===== src/rtl/execute_cycle.sv =====
// Execute stage of the RV32I pipeline: operand forwarding, ALU, branch/jump
// resolution and the EX/MEM pipeline register with stall and bubble control.
module execute_cycle #(
  parameter int unsigned XLEN       = 32,
  parameter int unsigned REG_ADDR_W = 5
) (
  input  logic                  clk,
  input  logic                  rst,
  input  logic                  ValidE,
  input  logic                  RegWriteE,
  input  logic                  MemWriteE,
  input  logic [1:0]            ResultSrcE,
  input  logic [2:0]            ALUControlE,
  input  logic                  ALUSrcE,
  input  logic                  BranchE,
  input  logic                  JumpE,
  input  logic                  JalrE,
  input  logic [2:0]            Funct3E,
  input  logic [XLEN-1:0]       RD1_E,
  input  logic [XLEN-1:0]       RD2_E,
  input  logic [XLEN-1:0]       ImmExtE,
  input  logic [XLEN-1:0]       PCE,
  input  logic [XLEN-1:0]       PCPlus4E,
  input  logic [REG_ADDR_W-1:0] RD_E,
  input  logic [1:0]            ForwardAE,
  input  logic [1:0]            ForwardBE,
  input  logic [XLEN-1:0]       ResultW,
  input  logic                  StallM,
  input  logic                  BubbleM,
  output logic                  PCSrcE,
  output logic [XLEN-1:0]       PCTargetE,
  output logic                  ValidM,
  output logic                  RegWriteM,
  output logic                  MemWriteM,
  output logic [1:0]            ResultSrcM,
  output logic [REG_ADDR_W-1:0] RD_M,
  output logic [XLEN-1:0]       ALUResultM,
  output logic [XLEN-1:0]       WriteDataM,
  output logic [XLEN-1:0]       PCPlus4M
);

  localparam logic [XLEN-1:0] LsbClearMask = {{(XLEN-1){1'b1}}, 1'b0};

  logic [XLEN-1:0] src_a;
  logic [XLEN-1:0] fwd_b;
  logic [XLEN-1:0] src_b;
  logic [XLEN-1:0] alu_result;
  logic [XLEN-1:0] jalr_sum;
  logic [4:0]      shamt;
  logic            zero;
  logic            branch_cond;

  logic                  valid_q, regwrite_q, memwrite_q;
  logic [1:0]            resultsrc_q;
  logic [REG_ADDR_W-1:0] rd_q;
  logic [XLEN-1:0]       alu_result_q, write_data_q, pc_plus4_q;

  // Reserved select 2'b11 falls back to the register-file value.
  always_comb begin
    src_a = RD1_E;
    unique case (ForwardAE)
      2'b01:   src_a = ResultW;
      2'b10:   src_a = alu_result_q;
      default: src_a = RD1_E;
    endcase
  end

  always_comb begin
    fwd_b = RD2_E;
    unique case (ForwardBE)
      2'b01:   fwd_b = ResultW;
      2'b10:   fwd_b = alu_result_q;
      default: fwd_b = RD2_E;
    endcase
  end

  assign src_b = ALUSrcE ? ImmExtE : fwd_b;
  assign shamt = src_b[4:0];

  always_comb begin
    alu_result = '0;
    unique case (ALUControlE)
      3'b000: alu_result = src_a + src_b;
      3'b001: alu_result = src_a - src_b;
      3'b010: alu_result = src_a & src_b;
      3'b011: alu_result = src_a | src_b;
      3'b100: alu_result = src_a ^ src_b;
      3'b101: alu_result = {{(XLEN-1){1'b0}}, ($signed(src_a) < $signed(src_b))};
      3'b110: alu_result = src_a << shamt;
      3'b111: alu_result = src_a >> shamt;
      default: alu_result = '0;
    endcase
  end

  assign zero = (alu_result == '0);

  always_comb begin
    branch_cond = 1'b0;
    case (Funct3E)
      3'b000:  branch_cond = zero;
      3'b001:  branch_cond = !zero;
      3'b100:  branch_cond = alu_result[0];
      3'b101:  branch_cond = !alu_result[0];
      default: branch_cond = 1'b0;
    endcase
  end

  assign jalr_sum  = src_a + ImmExtE;
  assign PCSrcE    = rst & ValidE & (JumpE | (BranchE & branch_cond));
  assign PCTargetE = (JumpE & JalrE) ? (jalr_sum & LsbClearMask) : (PCE + ImmExtE);

  // Stall outranks bubble so a held instruction is never lost.
  always_ff @(posedge clk) begin
    if (!rst) begin
      valid_q      <= 1'b0;
      regwrite_q   <= 1'b0;
      memwrite_q   <= 1'b0;
      resultsrc_q  <= '0;
      rd_q         <= '0;
      alu_result_q <= '0;
      write_data_q <= '0;
      pc_plus4_q   <= '0;
    end else if (!StallM) begin
      if (BubbleM) begin
        valid_q      <= 1'b0;
        regwrite_q   <= 1'b0;
        memwrite_q   <= 1'b0;
        resultsrc_q  <= '0;
        rd_q         <= '0;
        alu_result_q <= '0;
        write_data_q <= '0;
        pc_plus4_q   <= '0;
      end else begin
        valid_q      <= ValidE;
        regwrite_q   <= RegWriteE & ValidE;
        memwrite_q   <= MemWriteE & ValidE;
        resultsrc_q  <= ResultSrcE;
        rd_q         <= RD_E;
        alu_result_q <= alu_result;
        write_data_q <= fwd_b;
        pc_plus4_q   <= PCPlus4E;
      end
    end
  end

  assign ValidM     = valid_q;
  assign RegWriteM  = regwrite_q;
  assign MemWriteM  = memwrite_q;
  assign ResultSrcM = resultsrc_q;
  assign RD_M       = rd_q;
  assign ALUResultM = alu_result_q;
  assign WriteDataM = write_data_q;
  assign PCPlus4M   = pc_plus4_q;

endmodule

===== config.mk =====
export PLATFORM = sky130hd
export DESIGN_NAME = execute_cycle
export DESIGN_NICKNAME = d
export VERILOG_FILES = /design/src/rtl/execute_cycle.sv
export SDC_FILE = /design/constraint.sdc
export NUM_CORES = 1
export LEC_CHECK = 0
export CELL_PAD_IN_SITES_DETAIL_PLACEMENT = 1
export CELL_PAD_IN_SITES_GLOBAL_PLACEMENT = 1
export CORE_AREA = 2 2 206 208
export DETAILED_ROUTE_END_ITERATION = 6
export DIE_AREA = 0 0 208 210
export PLACE_DENSITY_LB_ADDON = 0.12
export SYNTH_ARGS = -nofsm -noshare
export SYNTH_HDL_FRONTEND = slang
export SYNTH_SLANG_ARGS = --single-unit

===== constraint.sdc =====
create_clock -name clk -period 13.9 [get_ports clk]
set_input_delay 2.085 -clock clk [delete_from_list [all_inputs] [get_ports clk]]
set_output_delay 2.085 -clock clk [all_outputs]
set_load 0.1 [all_outputs]

==> impl_summary.log <==
INFO  metric outcome = finished clean
INFO  metric crit_path_max_fo = between 40 and 50
INFO  metric setup.worst_path.end = PCTargetE[29]
INFO  metric numCtsBuffers = 9
INFO  metric cp_data_arrival_time = roughly 11000 ps
INFO  metric criticalPathCategory = primary input to output pin
INFO  metric irDropWorstVdd = 0.1146 mV
INFO  metric gpl.final_weighted_congestion = about 1.1
INFO  metric cts_hold_buffers = 0
INFO  metric wire_per_inst = 31.14 um
INFO  metric cp.buffers_inverters = 6
INFO  metric die-height = ~210 um
INFO  metric worst_r2r_path_depth = 16
INFO  metric setup-tns-final = 0 ps
INFO  metric finalHoldViolations = 0
INFO  metric overflow_after_grt = 0
INFO  metric ys_async_sr_fraction = 0%
INFO  metric met3WireLength = between 8 and 9 mm
INFO  metric post-route-drc-count = 0
INFO  metric placementRows = 75
INFO  metric finalWorstPathRequiredPeriod = roughly 13000 ps
INFO  metric number_of_antenna_violations_at_the_first_check_in_global_routing = 2
INFO  metric ys_warn_count = 0
INFO  metric timing.slew.headroom = 12.00%
INFO  metric synth.yosys.seq_area_share = 12.61%
INFO  metric timing.critical_path.from = ForwardAE[0]
INFO  metric vias_in_the_first_global_route = 22280
INFO  metric setup_violations = 0
INFO  metric netlist.area_leader.share = 12.61%
INFO  metric dr_total_vias = 21760
INFO  metric fmax = roughly 78 MHz
INFO  metric area_growth = 26.72%
INFO  metric synth_most_common_cell = nor2_1
INFO  metric total_power = between 2 and 2.5 mW
INFO  metric post_synth_instance_area = 0.01683 mm^2
INFO  metric cts_root_buf = clkbuf_16
INFO  metric global_route.usage.total = roughly 44%
INFO  metric finalNetCount = just over 3000
INFO  metric regToRegEndpoint = ALUResultM[0]
INFO  metric wirelength_met1 = approximately 39 mm
INFO  metric ys_dominant_reg_cell = dfxtp_1
INFO  metric die_w = 208 um
INFO  metric min-delay-path-class = flop to flop
INFO  metric detail_route.wirelength = 100.6 mm
INFO  metric number_of_antenna_cells_inserted = 0
INFO  metric timing_worst_slew_pin_value = approximately 1300 ps
INFO  metric drt.antenna.violating_nets = 0
INFO  metric numClockSinks = 106
INFO  metric worstPathRequired = between 10000 and 15000 ps
INFO  metric rr_startpoint = ALUResultM[1]
INFO  metric filler_cell_count = ~5200
INFO  metric postSynthNetCount = roughly 2800
INFO  metric r2r_slack = between 7000 and 8000 ps
INFO  metric rsz0062_at_grt = false
INFO  metric final_max_slew_viol_count = 0
INFO  metric maximum_number_of_pins_on_one_net_before_global_route_repair = about 110
INFO  metric clkTransAtPathRegs = approximately 80 ps
INFO  metric initial_core_util = 40.57%
INFO  metric boundaryPins = 359
INFO  metric cts.repair_timing.setup_buffer_count = 0
INFO  metric start_kind = primary input
INFO  metric post_dp_cell_area = around 0.021 mm^2
INFO  metric core_area = ~0.041 mm^2
INFO  metric finalCritPeriodShare = between 90% and 100%
INFO  metric power.leakage = ~8.6 nW
INFO  metric synth_enable_flop_cells = 0
INFO  metric ys_ff_latch = between 100 and 150
INFO  metric multi_input_comb_area = around 0.014 mm^2
INFO  metric cts_resized = 0
INFO  metric floorplan.die_area = around 0.044 mm^2
INFO  metric most_area_hungry_cell_type_in_the_yosys_netlist = dfxtp_1
INFO  metric worst_path_most_repeated_cell = o21ai_0
INFO  metric drv.max_cap_violation_count = 0
INFO  metric postSynthAreaPerCell = approximately 7.0 um^2
INFO  metric finalClockSkew = approximately 14 ps
INFO  metric area.sequential = approximately 0.0021 mm^2
INFO  metric powerDensity = around 100 mW/mm^2
INFO  metric io_buffer_count = 358
INFO  metric highest_layer = met5
INFO  metric cells_along_the_critical_path = clkdlybuf4s50_1 > inv_1 > ha_1 > buf_4 > clkinv_1 > o21ai_1 > inv_1 > ha_1 > a41oi_1 > o21ai_0 > a211oi_1 > o31ai_1 > a311oi_1 > o21ai_0 > a211oi_1 > o21bai_1 > a31oi_1 > nor2b_1 > o21ai_0 > nand2b_1 > xnor2_1 > a21oi_1 > clkdlybuf4s50_1
INFO  metric drive_gt1_share = 4.978%
INFO  metric detail_route.first_pass.iterations = 6
INFO  metric synth_cells = between 2000 and 2500
INFO  metric yosysUniqueCellTypes = 84
INFO  metric crit_cells = 23
INFO  metric design_area = around 0.021 mm^2
INFO  metric crit_path_end_kind = output pin
INFO  metric worst_path_max_delay_cell = clkdlybuf4s50_1
INFO  metric first_pass_grt_wire_length = ~150 mm
INFO  metric drt-initial-drc-count = between 2000 and 3000
INFO  metric clock_tree.htree_level_count = 3
INFO  metric dpl.hpwl = 79.58 mm
INFO  metric worstSkewPairLatency = between 300 and 400 ps
INFO  metric viasPerCell = around 6.7
INFO  metric crit_path_max_incr_delay = ~1200 ps
INFO  metric tritoncts = yes
INFO  metric cts.path.max_buffers = 2
INFO  metric detailroute.wirelength.met2 = ~46 mm
INFO  metric ys_top_cells_by_count = nor2_1 (224), nand2_1 (200), o21ai_0 (192)
INFO  metric synth_top_cells_by_area = dfxtp_1 (13%), ha_1 (12%), mux2i_1 (6.2%)
INFO  metric critical-path-top-delay-family = compound AO/OA/AOI/OAI gates
-- placed cells by master (no fill, tap or decap), drive strengths merged, types with 10 or more instances in the layout --
master and instances:
o21bai 17, a21oi 191, xor2 27, a221o 27
inv 126, nand4 11, a221oi 18, nor2 224
a2111oi 10, o211ai 37, ha 162, nand3 35
mux2i 105, buf 83, xnor2 50, and2 45
nor2b 92, a22oi 114, nand2b 22, and3 15
o21a 14, nand2 200, o21ai 212, nor3 41
clkdlybuf4s50 352, or3 17, a21o 47, a211oi 34
dfxtp 106, a31oi 19, a222oi 10, o31ai 17
o22ai 44
-- worst min path at each step --
stage / startpoint / end / slack (ps) / cells after the start
4_1_cts: RegWriteM / RegWriteM / 550 / 2
3_3_place_gp: RD_M[2] / RD_M[2] / 500 / 2
3_5_place_dp: RegWriteM / RegWriteM / 530 / 2
6_report: WriteDataM[2] / WriteDataM[2] / 550 / 2
2_1_floorplan: ALUResultM[31] / ALUResultM[31] / 930 / 2
5_1_grt: PCPlus4M[24] / PCPlus4M[24] / 580 / 2
-- cell families after synthesis --
kind of cell | share of synthesized area (%)
simple gates | 21.30
buf+inv | 6.856
compound gates | 35.46
fa+ha+maj | 12.52
flops | 12.61
mux | 7.250
xor+xnor | 4.008
-- layout make-up --
| class | instances | area share, % |
|---|---|---|
| multi-input combinational | 2007 | 63.75 |
| tap | 539 | 3.163 |
| timing repair buffer | 435 | 19.41 |
| clock buffer | 9 | 1.056 |
| inverter | 128 | 2.277 |
| clock inverter | 7 | 0.3931 |
| sequential | 106 | 9.952 |
-- registers in the layout, summed over array words and instances (netlist names) --
name	count
RD_M	5
PCPlus4M	32
WriteDataM	32
ALUResultM	32
RegWriteM	1
MemWriteM	1
ResultSrcM	2
ValidM	1
-- metrics by stage --
step | utilization [%] | hold slack, ps | setup slack (ps) | std cells
after floorplan | - | 928.8 | 2968 | 2404
after global placement | 50.66 | 496.4 | 1689 | 3215
after detailed placement | 50.66 | 531.8 | 1481 | 3215
after CTS | 51.41 | 550.7 | 1454 | 3231
after global routing | 51.41 | 575.6 | 698.6 | 3231
final | 51.41 | 549.7 | 1105 | 3231
-- metal layers --
layer  vias to the layer above  track usage, %
li1                       9435               -
met1                     10710           53.57
met2                      1285           72.00
met3                       326           8.388
met4                         2           27.64
met5                         -               0
-- where the power goes --
group	leakage (nW)	switching [mW]	internal (mW)
Sequential	0.863	0.0148	0.317
Combinational	7.61	1.10	0.490
Clock	0.149	0.154	0.129
-- tightest hold or removal path: cells and delay by family, from the launching register on --
family / cells / cell delay, ps
flops: 1 / 340
simple gates: 1 / 100
compound gates: 1 / 80
Note: power is estimated with default switching activity, not from simulation.
